## src/rtl/square_gen_pkg.sv

```systemverilog
// Shared types, default widths and helpers for the square-wave DAC source.
package square_gen_pkg;

    // Generator states: IDLE outputs the low level, RUN walks the phase accumulator.
    typedef enum logic [0:0] {
        IDLE = 1'b0,
        RUN  = 1'b1
    } state_t;

    localparam int DEF_DAC_WIDTH        = 14;
    localparam int DEF_AXIS_TDATA_WIDTH = 32;
    localparam int DEF_PHASE_WIDTH      = 32;
    localparam int DEF_COUNT_WIDTH      = 32;

    // Sign-extend the low 'width' bits of 'value' to 64 bits; callers truncate
    // the result to their own stream width.
    function automatic logic [63:0] sign_extend(input logic [63:0] value, input int width);
        logic [63:0] mask;
        mask = ~(64'hFFFF_FFFF_FFFF_FFFF << width);
        if (((value >> (width - 32'sd1)) & 64'd1) != 64'd0) begin
            return value | ~mask;
        end else begin
            return value & mask;
        end
    endfunction

endpackage

```

## src/rtl/square_wave_generator_edge.sv

```systemverilog
// Rising-edge detector; also used by the counter-side trigger logic.
module rising_edge_detect (
    input  logic clk,
    input  logic rst,
    input  logic in,
    output logic pulse
);

    logic in_d_r;

    // Remember the previous sample of the input.
    always_ff @(posedge clk or posedge rst) begin
        if (rst) begin
            in_d_r <= 1'b0;
        end else begin
            in_d_r <= in;
        end
    end

    // A pulse is present while the input is high but was low last cycle.
    assign pulse = in & ~in_d_r;

endmodule

```

## src/rtl/square_wave_generator.sv

```systemverilog
// AXI-Stream square-wave source: phase accumulator, programmable levels,
// continuous or N-period burst operation.
module square_wave_generator
    import square_gen_pkg::*;
#(
    parameter int DAC_WIDTH        = DEF_DAC_WIDTH,
    parameter int AXIS_TDATA_WIDTH = DEF_AXIS_TDATA_WIDTH,
    parameter int PHASE_WIDTH      = DEF_PHASE_WIDTH,
    parameter int COUNT_WIDTH      = DEF_COUNT_WIDTH
) (
    input  logic                        clk,
    input  logic                        rst,
    input  logic [PHASE_WIDTH-1:0]      phase_inc,
    input  logic [DAC_WIDTH-1:0]        high_level,
    input  logic [DAC_WIDTH-1:0]        low_level,
    input  logic [COUNT_WIDTH-1:0]      burst_len,
    input  logic                        trigger,
    input  logic                        stop,
    output logic [AXIS_TDATA_WIDTH-1:0] M_AXIS_OUT_tdata,
    output logic                        M_AXIS_OUT_tvalid,
    input  logic                        M_AXIS_OUT_tready,
    output logic                        busy,
    output logic [COUNT_WIDTH-1:0]      period_count
);

    state_t                      state_r, state_nx_s;
    logic [PHASE_WIDTH-1:0]      acc_r, acc_nx_s;
    logic [PHASE_WIDTH-1:0]      sh_inc_r;
    logic [DAC_WIDTH-1:0]        sh_high_r, sh_low_r;
    logic [COUNT_WIDTH-1:0]      sh_burst_r;
    logic [AXIS_TDATA_WIDTH-1:0] tdata_r, tdata_nx_s;
    logic                        tvalid_r;
    logic                        busy_r;
    logic [COUNT_WIDTH-1:0]      pc_r, pc_nx_s, pc_inc_s;
    logic                        capture_s;
    logic                        trig_s;
    logic                        hs_s;
    logic                        carry_s;
    logic [PHASE_WIDTH-1:0]      sum_s;
    logic [AXIS_TDATA_WIDTH-1:0] new_high_s, sh_high_ext_s, sh_low_ext_s;

    rising_edge_detect u_trig_edge (
        .clk   (clk),
        .rst   (rst),
        .in    (trigger),
        .pulse (trig_s)
    );

    assign hs_s             = tvalid_r & M_AXIS_OUT_tready;
    assign {carry_s, sum_s} = {1'b0, acc_r} + {1'b0, sh_inc_r};
    assign pc_inc_s         = (pc_r == {COUNT_WIDTH{1'b1}}) ? pc_r : pc_r + COUNT_WIDTH'(1);
    assign new_high_s       = AXIS_TDATA_WIDTH'(sign_extend(64'(high_level), DAC_WIDTH));
    assign sh_high_ext_s    = AXIS_TDATA_WIDTH'(sign_extend(64'(sh_high_r), DAC_WIDTH));
    assign sh_low_ext_s     = AXIS_TDATA_WIDTH'(sign_extend(64'(sh_low_r), DAC_WIDTH));

    // Next-state, accumulator, sample and period-count decisions; stop beats trig beats RUN stepping.
    always_comb begin
        state_nx_s = state_r;
        acc_nx_s   = acc_r;
        pc_nx_s    = pc_r;
        tdata_nx_s = tdata_r;
        capture_s  = 1'b0;
        if (stop) begin
            state_nx_s = IDLE;
            tdata_nx_s = sh_low_ext_s;
        end else if (trig_s) begin
            capture_s  = 1'b1;
            acc_nx_s   = {PHASE_WIDTH{1'b0}};
            pc_nx_s    = {COUNT_WIDTH{1'b0}};
            state_nx_s = RUN;
            tdata_nx_s = new_high_s;
        end else begin
            case (state_r)
                IDLE: begin
                    tdata_nx_s = sh_low_ext_s;
                end
                RUN: begin
                    if (hs_s) begin
                        acc_nx_s   = sum_s;
                        tdata_nx_s = sum_s[PHASE_WIDTH-1] ? sh_low_ext_s : sh_high_ext_s;
                        if (carry_s) begin
                            pc_nx_s = pc_inc_s;
                            if ((sh_burst_r != {COUNT_WIDTH{1'b0}}) && (pc_inc_s == sh_burst_r)) begin
                                state_nx_s = IDLE;
                                tdata_nx_s = sh_low_ext_s;
                            end else begin
                                state_nx_s = RUN;
                            end
                        end else begin
                            pc_nx_s = pc_r;
                        end
                    end else begin
                        acc_nx_s = acc_r;
                    end
                end
                default: begin
                    state_nx_s = IDLE;
                end
            endcase
        end
    end

    // State, accumulator, stream and counter registers.
    always_ff @(posedge clk or posedge rst) begin
        if (rst) begin
            state_r  <= IDLE;
            acc_r    <= {PHASE_WIDTH{1'b0}};
            tdata_r  <= {AXIS_TDATA_WIDTH{1'b0}};
            tvalid_r <= 1'b0;
            busy_r   <= 1'b0;
            pc_r     <= {COUNT_WIDTH{1'b0}};
        end else begin
            state_r  <= state_nx_s;
            acc_r    <= acc_nx_s;
            tdata_r  <= tdata_nx_s;
            tvalid_r <= 1'b1;
            busy_r   <= (state_nx_s == RUN);
            pc_r     <= pc_nx_s;
        end
    end

    // Shadow copies of the configuration, loaded only on an accepted trigger edge.
    always_ff @(posedge clk or posedge rst) begin
        if (rst) begin
            sh_inc_r   <= {PHASE_WIDTH{1'b0}};
            sh_high_r  <= {DAC_WIDTH{1'b0}};
            sh_low_r   <= {DAC_WIDTH{1'b0}};
            sh_burst_r <= {COUNT_WIDTH{1'b0}};
        end else if (capture_s) begin
            sh_inc_r   <= phase_inc;
            sh_high_r  <= high_level;
            sh_low_r   <= low_level;
            sh_burst_r <= burst_len;
        end else begin
            sh_inc_r   <= sh_inc_r;
            sh_high_r  <= sh_high_r;
            sh_low_r   <= sh_low_r;
            sh_burst_r <= sh_burst_r;
        end
    end

    assign M_AXIS_OUT_tdata  = tdata_r;
    assign M_AXIS_OUT_tvalid = tvalid_r;
    assign busy              = busy_r;
    assign period_count      = pc_r;

endmodule

```

## config.mk

```make
export PLATFORM = sky130hd
export DESIGN_NAME = square_wave_generator
export DESIGN_NICKNAME = d
export VERILOG_FILES = /design/src/rtl/square_gen_pkg.sv /design/src/rtl/square_wave_generator_edge.sv /design/src/rtl/square_wave_generator.sv
export SDC_FILE = /design/constraint.sdc
export NUM_CORES = 1
export LEC_CHECK = 0
export ABC_AREA = 1
export CORE_UTILIZATION = 54
export CTS_BUF_LIST = sky130_fd_sc_hd__clkbuf_16
export CTS_CLUSTER_DIAMETER = 100
export DETAILED_ROUTE_END_ITERATION = 10
export PLACE_DENSITY = 0.78
export REMOVE_ABC_BUFFERS = 1
export SYNTH_ARGS = -nofsm -noshare
export SYNTH_HDL_FRONTEND = slang
export SYNTH_SLANG_ARGS = --single-unit
```

## constraint.sdc

```tcl
create_clock -name clk -period 12.1 [get_ports clk]
set_clock_uncertainty 0.05 [all_clocks]
set_input_delay 1.815 -clock clk [delete_from_list [all_inputs] [get_ports clk]]
set_output_delay 1.815 -clock clk [all_outputs]
set_load 0.02 [all_outputs]
```

==> summary.txt <==
Pwr
  • Maximum vdd drop: ~0.095 mV
  • Leak: 6.261 nW
  • Final Power: roughly 2.1 mW
  • Power Dens Cells: 160.2 nW/um2

Global route
  • Vias in the first global route: roughly 10k
  • GR Util All Layers: between 30% and 40%
  • Largest net degree at the start of global routing: ~110
  • First-pass GRT wire length: 48760 um
  • Global route total overflow: 0
  • Initial antenna violation count: 0

Floorplan
  • IO Pins: approximately 160
  • Die Ht: about 140 um
  • Die area: slightly above 20000 um2
  • Starting density of the core: 55.37%
  • Die width: ~140 um
  • Site row count: 51
  • Core Box Area: between 15000 and 20000 um2

Critical path
  • Slowest cell on crit path: inv_1
  • Cell Chain, Critical Path: clkdlybuf4s50_1 > inv_1 > nor2_1 > buf_4 > inv_1 > nor2_4 > inv_2 > nand2_1 > o21ai_2 > inv_1 > nand3_1 > o21ai_0
  • CP endpoint kind: flip-flop
  • Most used cell, CP: inv_1
  • Crit-path max cell delay: approximately 0.85 ns
  • Largest delay share family, worst path: buffers and inverters
  • CP max FO: between 40 and 50
  • CP required: roughly 12 ns
  • Worst EP arrival: around 5.8 ns
  • WP buf/inv: 6
  • Worst Setup Path Type: in2reg
  • Startpoint types: input port

Synth
  • Post-synth EDFFs: 0
  • Synth Instances: approximately 1.5k
  • Ys flop type: dfrtp_1
  • Register area share after synthesis: 40.04%
  • Syn avg cell area: 7.155 um2
  • Asr flop ratio synth: 100.0%
  • Flops & latches, synth: about 170
  • Netlist Area Pre-Place: roughly 11000 um2
  • Yosys warnings: 0
  • Post-synth cell types: 50

Placement
  • RD Place Congestion: ~0.95
  • Port Buffers: between 150 and 200
  • Dpl hpwl: about 22000 um
  • Dpl ws: slightly above 6 ns

STA
  • Max-slew headroom: 33.30%
  • Final worst-path cycle share: a little under half
  • Setup TNS: 0 ns
  • Max-slew violation count: 0
  • Setup ws final: around 6.6 ns
  • Final hold violations: 0
  • Final setup violating endpoints: 0
  • Min cycle time layout: around 5.5 ns
  • Slew @ Worst Pin: roughly 1.0 ns
  • Unrepaired setup endpoints after global routing: false
  • Fmax: roughly 180 MHz
  • Worst hold margin: approximately 0.43 ns

Clock network
  • CTS Hold Bufs: 0
  • Worst-path clk slew: 0.07 ns
  • # Post-CTS Setup Buffers: 0
  • Max clock buf depth: 2
  • Root buffer cell: clkbuf_16
  • Worst-Skew Late Latency: 0.44 ns
  • Cts repair resizes: 0
  • TritonCTS Sinks: ~170
  • CTS tree: built
  • CTS HTree Levels: 4
  • Total clock buffers created by CTS: 17

Detailed routing
  • Routed vias/inst: 5.398
  • Routed WL per cell: approximately 16 um
  • Initial DRC Count: 830
  • Final wirelength: around 30000 um
  • Via count: approximately 10k
  • Post-route DRC: 0
  • ANT nets after route: 0
  • Drt pass-1 iters: 5

Flow run
  • Max_cap viols: 0

Cells and area
  • Area taken by multi-input logic gates: 5635 um2
  • Fill count: ~1.7k
  • Most common cell after layout, fill and taps aside: nand2_1
  • Area grow syn2layout: 20.68%
  • Commonest non-fill, non-tap cells in the layout: nand2_1 (520), dfrtp_1 (173), clkdlybuf4s50_1 (162), nor2_1 (142), inv_1 (128)
  • Sequential cell area: about 4300 um2
  • # diodes: 0
  • Layout cells sized above 1: 6.311%
  • Nets: ~1.8k

Outcome
  • Outcome: finished clean

Worst hold path
  • Min-Delay Path Class: reg2reg
## power by group
| part | switching [mW] | internal, mW | total, mW |
|---|---|---|---|
| logic | 0.458 | 0.299 | 0.757 |
| clock network | 0.270 | 0.275 | 0.545 |
| registers | 0.100 | 0.688 | 0.788 |
| total | 0.828 | 1.26 | 2.09 |
## final timing paths
| path | from | to | slack [ns] | depth (start not counted) |
|---|---|---|---|---|
| setup / recovery | trigger | period_count[22] | 6.56 | 12 |
| hold / removal | sh_inc_r[25] | sh_inc_r[25] | 0.43 | 2 |
| setup reg to reg | acc_r[3] | period_count[22] | 7.81 | 13 |
| hold reg to reg | sh_inc_r[25] | sh_inc_r[25] | 0.43 | 2 |
| max in group asynchronous | rst | period_count[16] | 8.61 | 3 |
| min in group asynchronous | rst | sh_inc_r[24] | 1.91 | 2 |
## worst register-to-register path, delay by kind of cell (launching register included)
family | cells | cell delay (ns)
AO/OA/AOI/OAI | 6 | 1.83
AND/OR/NAND/NOR | 5 | 0.72
buffers and inverters | 1 | 0.76
flip-flops | 1 | 0.40
adder cells (fa/ha/maj) | 1 | 0.36
## layer usage
metal	wire length (um)	up-vias	part of all wire (%)	track usage, %
met1	13290	4777	44	41.98
met3	1912	57	6.4	4.832
li1	-	5120	-	-
met2	14160	373	47	49.90
met5	0	-	0	0
met4	699	0	2.3	9.462
## synthesized netlist by cell type (19+ instances only)
| master | instances | area, um2 |
|---|---|---|
| inv_1 | 128 | 480.5 |
| nand3_1 | 99 | 495.5 |
| nand2_1 | 520 | 1952 |
| nand4_1 | 22 | 137.6 |
| o21ai_0 | 127 | 635.6 |
| clkbuf_1 | 32 | 120.1 |
| dfrtp_1 | 173 | 4329 |
| ha_1 | 33 | 412.9 |
| nand2_2 | 19 | 118.9 |
| xor2_1 | 20 | 175.2 |
| a21oi_1 | 48 | 240.2 |
| nor2_1 | 143 | 536.8 |
## kinds of logic (layout without fill, tap and decap cells)
logic type,count (synthesis),after routing,synth area share (%)
xor gates and xnor gates,27,27,2.257
buffers and inverters,196,333,7.904
AOI/OAI and AO/OA,225,225,11.78
DFF,173,173,40.04
and+or+nand+nor,855,855,33.98
adders and majority gates,34,34,4.004
other,1,1,0.03468
## sequential cells by signal, indices dropped and copies added, names as in the netlist
| register | flops |
|---|---|
| acc_r | 32 |
| period_count | 32 |
| sh_burst_r | 32 |
| sh_inc_r | 32 |
| M_AXIS_OUT_tdata | 14 |
| sh_high_r | 14 |
| sh_low_r | 14 |
| M_AXIS_OUT_tvalid | 1 |
| busy | 1 |
| u_trig_edge.in_d_r | 1 |
## per-stage QoR
step,std cells,utilization [%],area [um2]
final,1913,66.82,13050
after CTS,1913,66.82,13050
after detailed placement,1881,63.87,12470
after global routing,1913,66.82,13050
after global placement,1881,63.87,12470
after floorplan,1447,-,10450
## cell type report
cell class	instances	area share, %
timing repair buffer	169	12.83
multi-input combinational	1142	43.19
clock inverter	15	1.160
tap	265	2.541
sequential	173	33.18
inverter	132	3.836
clock buffer	17	3.260
No activity file was read; power rests on OpenSTA's default activity.
